[config.mk]
export PLATFORM = sky130hd
export DESIGN_NAME = crt_pixel_arbiter
export DESIGN_NICKNAME = d
export VERILOG_FILES = /design/src/rtl/crt_pixel_arbiter_pkg.sv /design/src/rtl/crt_arb_pick.sv /design/src/rtl/crt_pixel_arbiter.sv
export SDC_FILE = /design/constraint.sdc
export NUM_CORES = 1
export LEC_CHECK = 0
export CORE_AREA = 2 2 91 67
export DETAILED_ROUTE_END_ITERATION = 6
export DIE_AREA = 0 0 93 69
export PLACE_DENSITY = 0.81
export SLEW_MARGIN = 40
export SYNTH_ARGS = -nofsm -noshare
export SYNTH_HDL_FRONTEND = slang
export SYNTH_SLANG_ARGS = --single-unit
[constraint.sdc]
create_clock -name i_clk -period 3 [get_ports i_clk]
set_clock_uncertainty 0.05 [all_clocks]
set_input_delay 0.6 -clock i_clk [delete_from_list [all_inputs] [get_ports i_clk]]
set_output_delay 0.6 -clock i_clk [all_outputs]
set_load 0.05 [all_outputs]
[src/rtl/crt_pixel_arbiter_pkg.sv]
// crt_pixel_arbiter_pkg: FSM encodings, pixel field widths and the captured-pixel type
// shared by the CRT pixel arbiter and its pick encoder.
package crt_pixel_arbiter_pkg;

    localparam logic [1:0] ST_IDLE = 2'd0;
    localparam logic [1:0] ST_EMIT = 2'd1;
    localparam logic [1:0] ST_GAP  = 2'd2;

    localparam int X_W = 10;
    localparam int Y_W = 10;
    localparam int B_W = 3;

    typedef struct packed {
        logic [X_W-1:0] x;
        logic [Y_W-1:0] y;
        logic [B_W-1:0] b;
    } pixel_t;

endpackage

[src/rtl/crt_arb_pick.sv]
// crt_arb_pick: combinational winner select; rotating search from ptr in round-robin
// mode, lowest starved-else-lowest eligible index in fixed-priority mode.
module crt_arb_pick #(
    parameter int N_REQ = 3
) (
    input  logic [N_REQ-1:0] eligible,
    input  logic [1:0]       ptr,
    input  logic [N_REQ-1:0] starved,
    input  logic             mode,
    output logic [1:0]       winner,
    output logic             any
);

    logic [3:0] el4;
    logic [3:0] st4;
    logic [1:0] idx;

    // Walk from the lowest search position last so it overwrites later candidates.
    always_comb begin
        el4 = 4'(eligible);
        st4 = 4'(starved);
        idx = '0;
        winner = '0;
        for (int i = N_REQ - 1; i >= 0; i--) begin
            idx = mode ? 2'(i) : 2'((int'(ptr) + i) % N_REQ);
            if (mode && |st4 ? st4[idx] : el4[idx]) winner = idx;
        end
    end

    assign any = |eligible;

endmodule

[src/rtl/crt_pixel_arbiter.sv]
// crt_pixel_arbiter: grants one pixel source at a time onto the CRT pixel port with a
// rate-limited one-cycle strobe. CRT_ARB_STATS_EN adds per-requester grant counters.
module crt_pixel_arbiter
    import crt_pixel_arbiter_pkg::*;
#(
    parameter int N_REQ        = 3,
    parameter int MIN_GAP      = 4,
    parameter int PRIO_MODE    = 0,
    parameter int STARVE_LIMIT = 255
) (
    input  logic                   i_clk,
    input  logic                   i_rst,
    input  logic                   i_frame_tick,
    input  logic [N_REQ-1:0]       i_enable_mask,
    input  logic [N_REQ-1:0]       i_req_valid,
    output logic [N_REQ-1:0]       o_req_ready,
    input  logic [N_REQ*X_W-1:0]   i_req_x,
    input  logic [N_REQ*Y_W-1:0]   i_req_y,
    input  logic [N_REQ*B_W-1:0]   i_req_brightness,
`ifdef CRT_ARB_STATS_EN
    input  logic                   i_stat_clear,
    output logic [N_REQ*16-1:0]    o_stat_grants,
`endif
    output logic [X_W-1:0]         o_pixel_x,
    output logic [Y_W-1:0]         o_pixel_y,
    output logic [B_W-1:0]         o_pixel_brightness,
    output logic                   o_pixel_valid,
    output logic [1:0]             o_grant_id,
    output logic                   o_busy
);

    localparam int GW = $clog2(MIN_GAP) + 1;

    logic [1:0]       state;
    logic [1:0]       ptr;
    logic [1:0]       winner;
    logic [GW-1:0]    gap_cnt;
    logic [N_REQ-1:0] eligible;
    logic [N_REQ-1:0] starved;
    logic [7:0]       starve_cnt [N_REQ];
    logic             any;
    logic             xfer;
    pixel_t           pix;

    assign eligible = i_req_valid & i_enable_mask;

    crt_arb_pick #(.N_REQ(N_REQ)) u_pick (
        .eligible (eligible),
        .ptr      (ptr),
        .starved  (starved),
        .mode     (PRIO_MODE != 0),
        .winner   (winner),
        .any      (any)
    );

    // Ready is held low during reset so the handshake cannot fire while state is forced.
    assign xfer        = state == ST_IDLE && any && !i_rst;
    assign o_req_ready = xfer ? N_REQ'(1) << winner : '0;

    always_comb begin
        starved = '0;
        for (int k = 0; k < N_REQ; k++)
            starved[k] = eligible[k] && starve_cnt[k] >= 8'(STARVE_LIMIT);
    end

    always_ff @(posedge i_clk or posedge i_rst) begin
        if (i_rst) begin
            for (int k = 0; k < N_REQ; k++) starve_cnt[k] <= '0;
        end else begin
            for (int k = 0; k < N_REQ; k++)
                starve_cnt[k] <= (!eligible[k] || o_req_ready[k]) ? '0
                               : starve_cnt[k] + 8'(starve_cnt[k] != 8'hff);
        end
    end

    always_ff @(posedge i_clk or posedge i_rst) begin
        if (i_rst) begin
            state      <= ST_IDLE;
            ptr        <= '0;
            gap_cnt    <= '0;
            pix        <= '0;
            o_grant_id <= '0;
        end else begin
            case (state)
                ST_IDLE: state <= any ? ST_EMIT : ST_IDLE;
                ST_EMIT: begin
                    gap_cnt <= GW'(MIN_GAP - 2);
                    state   <= MIN_GAP > 2 ? ST_GAP : ST_IDLE;
                end
                ST_GAP: begin
                    gap_cnt <= gap_cnt - 1'b1;
                    state   <= gap_cnt == 1 ? ST_IDLE : ST_GAP;
                end
                default: state <= ST_IDLE;
            endcase
            if (xfer) begin
                pix        <= {i_req_x[winner*X_W +: X_W], i_req_y[winner*Y_W +: Y_W],
                               i_req_brightness[winner*B_W +: B_W]};
                o_grant_id <= winner;
            end
            // A frame tick restarts the rotation even when it lands on a grant.
            if (i_frame_tick) ptr <= '0;
            else if (xfer) ptr <= winner == 2'(N_REQ - 1) ? '0 : winner + 2'd1;
        end
    end

    assign o_pixel_x          = pix.x;
    assign o_pixel_y          = pix.y;
    assign o_pixel_brightness = pix.b;
    assign o_pixel_valid      = state == ST_EMIT;
    assign o_busy             = state != ST_IDLE;

`ifdef CRT_ARB_STATS_EN
    logic [15:0] live [N_REQ];

    always_ff @(posedge i_clk or posedge i_rst) begin
        if (i_rst) begin
            o_stat_grants <= '0;
            for (int k = 0; k < N_REQ; k++) live[k] <= '0;
        end else if (i_stat_clear) begin
            o_stat_grants <= '0;
            for (int k = 0; k < N_REQ; k++) live[k] <= '0;
        end else begin
            for (int k = 0; k < N_REQ; k++) begin
                if (i_frame_tick) o_stat_grants[k*16 +: 16] <= live[k];
                live[k] <= i_frame_tick ? 16'(o_req_ready[k])
                         : live[k] + 16'(o_req_ready[k] && live[k] != 16'hffff);
            end
        end
    end
`endif

endmodule

Yosys cells after proc, flatten, opt, wreduce, memory -nomap -nowiden
Cells that the tools add are included.

storage, ports and cells
  bits in registers = 32
  output and inout bits = 30

cells by class
  divide/modulo/power cells = 3
  $mul = 2
  bitwise operators = 1
  muxes and demuxes = 17
  $lt $le $gt $ge = 3
  add/subtract/negate cells = 4
  reductions and logical operators = 8
  eq/ne operators = 4
  shift-type cells = 4

operators with widths
  operator                                                    count
  modulo 32 x 3 -> 32 bit, second input constant              2
  indexed part select 30 x 7 -> 10 bit                        2
  modulo 3 x 3 -> 32 bit, second input constant               1
  two-way mux 2 bit                                           7
  less-than comparator 2 x 3 -> 1 bit, second input constant  3
  indexed part select 9 x 5 -> 3 bit                          1
  binary-select mux 1 bit (select 2 bit)                      3
  case mux 2 bit (3 select lines)                             1
  case mux 3 bit (2 select lines)                             1
  nonzero test 2 bit                                          3
  multiplier 2 x 3 -> 5 bit, second input constant            1
  equality test 2 bit, second input constant                  2
  multiplier 2 x 2 -> 4 bit, second input constant            1
  two-way mux 1 bit                                           4
  adder 2 x 1 -> 3 bit, second input constant                 1
  adder 2 x 2 -> 3 bit, second input constant                 1
  bitwise AND 3 bit                                           1
  equality test 3 x 1 -> 1 bit, second input constant         1
  two-way mux 3 bit                                           1
  OR reduction 3 bit                                          1
  left shift 1 x 2 -> 3 bit, first input constant             1
  subtractor 3 x 1 -> 3 bit, second input constant            1
  adder 2 x 1 -> 2 bit, second input constant                 1
  equality test 2 x 1 -> 1 bit, second input constant         1
  other kinds (3)                                             4

Longest topological paths before layout
Gate-level depths: netlist of the first run.

  depth after elaboration = 11
  mapped depth = 9

By module
From an unflattened synthesis of the first run, not the netlist that was laid out.

unflattened totals
  cell total of the unflattened synthesis = 312
  area total of the unflattened synthesis = 3296.9 um^2

modules (own cells, without submodules)
  module             instances  area each (um^2)  seq. area each (um^2)  cells each
  crt_pixel_arbiter  1          3071.7            1401.3                 280
  crt_arb_pick       1          225.2             0.0                    32

Least setup slack after synthesis of the first run
OpenSTA, ideal clock, no wires.

  kind = reg-to-output
  from = reg ptr[0]
  to = out o_req_ready[1]
  cell stages (with the launch flop) = 7
  path slack = -0.164 ns
  arrival time = 2.514 ns
  data required time = 2.350 ns
  cells stage by stage = dfrtp_1 inv_1 ha_1 nor2b_1 a2111o_1 a41oi_2 nor2b_1

on the way
  word-level cells in the longest chain between the ends = 9
  elaborated cells on any way between the ends = 16

ends and longest elaborated chain
  element                                  RTL line                  RTL
  from (decl)                              crt_pixel_arbiter.sv:35   logic [1:0] ptr;
  from (signal assigned)                   crt_pixel_arbiter.sv:103  else if (xfer) ptr <= winner == 2'(N_REQ - 1) ? '0 : winner + 2'd1;
  adder 2 x 2 -> 3 bit                     crt_arb_pick.sv:25        idx = mode ? 2'(i) : 2'((int'(ptr) + i) % N_REQ);
  modulo 32 x 3 -> 32 bit                  crt_arb_pick.sv:25
  binary-select mux 1 bit (select 2 bit)   crt_arb_pick.sv:26        if (mode && |st4 ? st4[idx] : el4[idx]) winner = idx;
  two-way mux 1 bit (not written as such)  crt_arb_pick.sv:26
  two-way mux 2 bit (2 in series)          crt_arb_pick.sv:26
  two-way mux 2 bit *                      crt_arb_pick.sv:26
  left shift 1 x 2 -> 3 bit *              crt_pixel_arbiter.sv:58   assign o_req_ready = xfer ? N_REQ'(1) << winner : '0;
  two-way mux 3 bit *                      crt_pixel_arbiter.sv:58
  to (decl)                                crt_pixel_arbiter.sv:16   output logic [N_REQ-1:0] o_req_ready,

Every way passes the cells marked *; elsewhere a longest branch is shown, timed or not. The select of a mux whose other input is x is not followed.

Final worst setup path of the first run
  from = in i_req_valid[2]
  to = out o_req_ready[1]

on the way
  word-level cells in the longest chain between the ends = 8
  elaborated cells on any way between the ends = 15

ends and longest elaborated chain
  element                                  RTL line                 RTL
  from (decl)                              crt_pixel_arbiter.sv:15  input logic [N_REQ-1:0] i_req_valid,
  bitwise AND 3 bit *                      crt_pixel_arbiter.sv:45  assign eligible = i_req_valid & i_enable_mask;
  binary-select mux 1 bit (select 2 bit)   crt_arb_pick.sv:26
  two-way mux 1 bit (not written as such)  crt_arb_pick.sv:26
  two-way mux 2 bit (3 in series)          crt_arb_pick.sv:26
  left shift 1 x 2 -> 3 bit                crt_pixel_arbiter.sv:58
  two-way mux 3 bit *                      crt_pixel_arbiter.sv:58

Marks and branches as above.

==> flow_summary.ini, run 1 <==
[placed_design]
dp_slack_ns = 0.02037
gp_congestion = 0.8044
place_area_um2 = 3366
dp_hpwl_um = 4775
io_buffers = 107
dp.cells = 391

[finish]
final_common_cell = clkdlybuf4s50_1
nets = 409
fin_area_um2 = 3478
num_antenna_cells = 0
final_cell_mix = clkdlybuf4s50_1, inv_1, dfrtp_1, nor2_1, mux2i_1
drive_gt1_share_pct = 17.59
post-route-util_pct = 62.95
fin_cells = 399
area_growth_pct = 62.19

[die]
row_count = 23
io_pins = 108
die_x_um = 93
coreArea_um2 = 5525
initial_core_util_pct = 38.81
die_height_um = 69
die-area_um2 = 6417

[synth]
synth.distinct_cells = 36
synth_top_area_cell = dfrtp_1
syn_inst = 206
ys_ff_latch = 32
yosysWarnings = 0
synth_top_cell_area_share_pct = 37.34
synth_area_um2 = 2145
synthTopCellsByArea = dfrtp_1, a221oi_2, mux2i_1, inv_1, nor2_1
syn-num-nets = 292
avgSynthCellArea_um2 = 10.41
ys_seq_area_share_pct = 37.34

[clock_tree]
clkTransAtPathRegs_ns = 0.07
cts_tree = built
numCtsBuffers = 5
post-cts-setup-buffers = 0
clockRootBuffer = clkbuf_8
h-tree-depth = 2
hold_buffers = 0
clk_latency_ns = 0.28
numClockSinks = 32
ctsLongestPathBuffers = 2

[power]
powerDensity_nw_per_um2 = 832.1
combPwrFrac_pct = 63.5
power.internal_mw = 1.513
swShare_pct = 47.74
leakage_nw = 1.569
ir_drop_mv = 0.4543
total_power_mw = 2.894
p_clk_share_pct = 11.6
p_sw_mw = 1.382
seqPwrFrac_pct = 24.9

[global_routing]
grt.met1_usage_pct = 24.52
grt_antenna_before_repair = 0
track_usage_pct = 19.43
grt_pass1_wl_um = 10010
busiest_layer = met2
grt_max_degree = 33
grt_pass1_vias = 2100
grt_overflow = 0
gr-usage-met2_pct = 32.61
grt_use_met3_pct = 7.104

[outcome]
outcome = completed

[sta]
rsz0062_at_grt = false
hold_viol_final = 0
setup_ws_ns = 0.07245
setup_tns_ns = 0
slew_violations = 0
max_freq_mhz = 341.6
finalSetupViolations = 0
min_period_ns = 2.928
max-slew-margin-rel_pct = 64.28
fin_crit_sh_pct = 97.59
worst_pin_slew_ns = 0.5342
whs_ns = 0.4292

[setup_path]
cp-start-kind = input pin
crit_type = input pin to output port
cp.arrival_ns = 2.28
crit_path_end_kind = output port
cp_max_fo = 4
required_ns = 2.35

[flow_run]
max-cap-violations = 0

[drt]
drc_errors = 0
drt-initial-drc-count = 45
vias_per_cell = 5.005
antenna_left = 0
firstDrtPassIters = 4
wirelength_um = 6113
routedWlPerCell_um = 15.32
vias = 1997

[min_path]
hold_class = register to register
==> critical path, stage by stage <==
cell and delay (ns):
clkdlybuf4s50_1 0.50, nand2_2 0.07, buf_4 0.16, o32ai_1 0.48
o32ai_4 0.15, nor2b_4 0.17, buf_12 0.14
==> power groups by stage <==
stage / Combinational, mW / Sequential, mW / Clock (mW)
6_report: 1.84 / 0.722 / 0.335
5_1_grt: 1.95 / 0.748 / 0.367
4_1_cts: 1.85 / 0.723 / 0.348
3_5_place_dp: 1.85 / 0.724 / 0
3_3_place_gp: 1.81 / 0.721 / 0
2_1_floorplan: 0.669 / 1.28 / 0
==> state kept, by name, summed over array words and instances (netlist names) <==
name,flops
o_pixel_x,10
o_pixel_y,10
gap_cnt,3
o_pixel_brightness,3
o_grant_id,2
ptr,2
state,2
==> cells by family (layout without fill, tap and decap cells) <==
family	Yosys count	count (layout)	synth area share, %
mux	23	23	10.74
flops	32	32	37.34
simple gates	51	51	11.79
buf+inv	45	163	10.15
fa+ha+maj	8	8	4.668
compound gates	47	47	25.32
==> Yosys cell counts <==
library cell	count
buf_6	6
nor3b_1	1
a21oi_1	2
nor4b_4	1
o21a_1	1
o2bb2a_1	1
nor2_1	28
o32ai_4	1
buf_4	1
a21o_1	1
a31oi_1	3
nor2b_1	5
a2111o_1	1
a41oi_2	1
o211ai_1	2
a221oi_1	2
a221oi_2	21
o32ai_1	2
o2bb2ai_2	1
a32o_1	1
nand3_1	4
a311o_2	1
o21ai_0	5
ha_1	8
nand2_1	5
mux2i_1	23
inv_1	35
nand4b_1	1
and2_1	2
and2_0	1
clkbuf_1	3
nand2_2	1
dfrtp_1	32
nand2b_1	1
a21boi_1	1
and3_1	1
==> cell type report <==
class	instances	area, um2
Inverter	35	131.4
Sequential cell	32	800.8
Fill cell	477	2047
Tap cell	75	93.84
Clock buffer	6	82.58
Multi-Input combinational cell	129	1161
Clock inverter	2	10.01
Timing Repair Buffer	120	1199
==> path summary, 6_finish.rpt <==
check / from / endpoint / slack (ns) / cells past startpoint
max: i_req_valid[2] / o_req_ready[1] / 0.07 / 7
min: o_grant_id[1] / o_grant_id[1] / 0.43 / 1
max reg2reg: ptr[0] / o_pixel_y[6] / 0.51 / 8
min reg2reg: o_grant_id[1] / o_grant_id[1] / 0.43 / 1
max in group asynchronous: i_rst / o_pixel_x[4] / 1.89 / 3
min in group asynchronous: i_rst / gap_cnt[1] / 0.71 / 3
==> what timing repair did <==
item                       CTS  global route
gates cloned                 0             0
setup endpoints to repair    2             3
pin swaps                    0             2
gates resized for setup      2             3
==> routing by layer <==
layer / vias to the layer above / wire (um) / part of all wire (%)
li1: 965 / - / -
met1: 956 / 2622 / 43
met2: 74 / 2968 / 49
met3: 2 / 506 / 8.3
met4: 0 / 15 / 0.25
met5: - / 0 / 0
(Power assumes the default switching activity.)
==> run 2, diff against run 1 <==
--- a/config.mk
+++ b/config.mk
@@ -5,10 +5,10 @@
 export SDC_FILE = /design/constraint.sdc
 export NUM_CORES = 1
 export LEC_CHECK = 0
-export CORE_AREA = 2 2 91 67
+export CORE_AREA = 2 2 94 69
 export DETAILED_ROUTE_END_ITERATION = 6
-export DIE_AREA = 0 0 93 69
-export PLACE_DENSITY = 0.81
+export DIE_AREA = 0 0 96 71
+export PLACE_DENSITY = 0.77
 export SLEW_MARGIN = 40
 export SYNTH_ARGS = -nofsm -noshare
 export SYNTH_HDL_FRONTEND = slang
==> run 2 against run 1 <==
Against the previous run: global-route usage down 2.1 points; total power up 0.12%; register-to-register slack better by 0.13 ns; critical path depth is 1 lower; fmax increased by 1.3%; first-iteration DRC count increased by 64%; largest cell class unchanged; cell count up 0.50%; via count shrank 0.55%; critical path type unchanged; highest routed layer unchanged; clock power rose by 3%; sequential share of layout area about the same.
==> flow_summary.ini, run 2 (synthesized netlist as in run 1, its figures left out) <==
[sta]
max_freq_mhz = 346.0
hold_viol_final = 0
rsz0062_at_grt = false
whs_ns = 0.4338
slew_violations = 0
max-slew-margin-rel_pct = 64.04
setup_tns_ns = 0
worst_pin_slew_ns = 0.5377
finalSetupViolations = 0
fin_crit_sh_pct = 96.35
min_period_ns = 2.890

[finish]
nets = 409
drive_gt1_share_pct = 16.72
seqCellArea_um2 = 800.8
final_common_cell = clkdlybuf4s50_1
final_cell_mix = clkdlybuf4s50_1, inv_1, dfrtp_1, nor2_1, mux2i_1
area_growth_pct = 62.25
multi_input_area_um2 = 1151
num_antenna_cells = 0
n_fill_cell = 513

[power]
ir_drop_mv = 0.3881
powerDensity_nw_per_um2 = 832.9
leakage_nw = 1.569
total_power_mw = 2.898

[setup_path]
cp-start-kind = input pin
cp_max_fo = 6
crit_type = input pin to output port
cp.arrival_ns = 2.24
required_ns = 2.35
crit_path_end_kind = output port

[flow_run]
max-cap-violations = 0

[outcome]
outcome = completed

[placed_design]
io_buffers = 107
gp_congestion = 0.8327
dp_hpwl_um = 4525

[drt]
wirelength_um = 5765
vias_per_cell = 4.953
vias = 1986
routedWlPerCell_um = 14.38
drt-initial-drc-count = 74
drc_errors = 0
antenna_left = 0
firstDrtPassIters = 4

[die]
initial_core_util_pct = 35.89
row_count = 24
die-area_um2 = 6816
die_x_um = 96
io_pins = 108
die_height_um = 71
coreArea_um2 = 5976

[global_routing]
grt_pass1_wl_um = 9252
grt_max_degree = 33
grt_antenna_before_repair = 0
grt_pass1_vias = 1967
grt_overflow = 0
track_usage_pct = 17.34

[clock_tree]
hold_buffers = 0
numClockSinks = 32
numCtsBuffers = 5
cts_tree = built
clockRootBuffer = clkbuf_8
clk_latency_ns = 0.27
h-tree-depth = 2
ctsLongestPathBuffers = 2
clkTransAtPathRegs_ns = 0.06

[min_path]
hold_class = register to register
run 2: layout make-up:
type	instances	area share, %
Multi-Input combinational cell	129	33.08
Inverter	35	3.776
Clock buffer	7	2.769
Timing Repair Buffer	120	34.56
Sequential cell	32	23.01
Tap cell	78	2.805
run 2: final timing paths:
| path | slack [ns] | depth (start not counted) | from | endpoint |
|---|---|---|---|---|
| max | 0.11 | 6 | i_req_valid[1] | o_req_ready[1] |
| min | 0.43 | 1 | o_grant_id[1] | o_grant_id[1] |
| max reg2reg | 0.64 | 7 | ptr[0] | o_pixel_x[1] |
| min reg2reg | 0.43 | 1 | o_grant_id[1] | o_grant_id[1] |
| max in group asynchronous | 1.85 | 3 | i_rst | gap_cnt[0] |
| min in group asynchronous | 0.75 | 3 | i_rst | o_pixel_x[1] |
run 2: worst max-delay path: stages:
cell	delay, ns
clkdlybuf4s50_1	0.50
nand2_1	0.12
a311o_2	0.42
a41oi_4	0.24
nor2b_4	0.20
buf_6	0.16
run 2: what timing repair did:
item,in CTS,in global routing
setup buffers,0,0
cloned,0,0
gates resized for setup,3,1
pin swaps,0,1
endpoints found under the hold margin,0,0
endpoints found under the setup margin,1,2
run 2: metal layers:
metal / vias to the layer above / wire, um / global-route usage, %
met1: 938 / 2496 / 23.11
met2: 79 / 2673 / 28.01
li1: 967 / - / -
met3: 2 / 578 / 5.644
met4: 0 / 17 / 2.857
met5: - / 0 / 0
run 2: through the flow:
step / area (um2) / setup WS (ns) / instances / util [%]
finish: 3480 / 0.1095 / 401 / 58.23
global route: 3480 / 0.007487 / 401 / 58.23
CTS: 3477 / 0.02475 / 401 / 58.19
global placement: 3369 / 0.06612 / 394 / 56.39
detailed placement: 3369 / 0.03771 / 394 / 56.39
floorplan: 2148 / 0.07912 / 206 / -
run 2: power by group:
part           switching, mW  leakage [nW]  internal (mW)
sequential             0.102         0.370          0.620
clock                  0.142        0.0503          0.204
combinational           1.12          1.15          0.713
total                   1.36          1.57           1.54
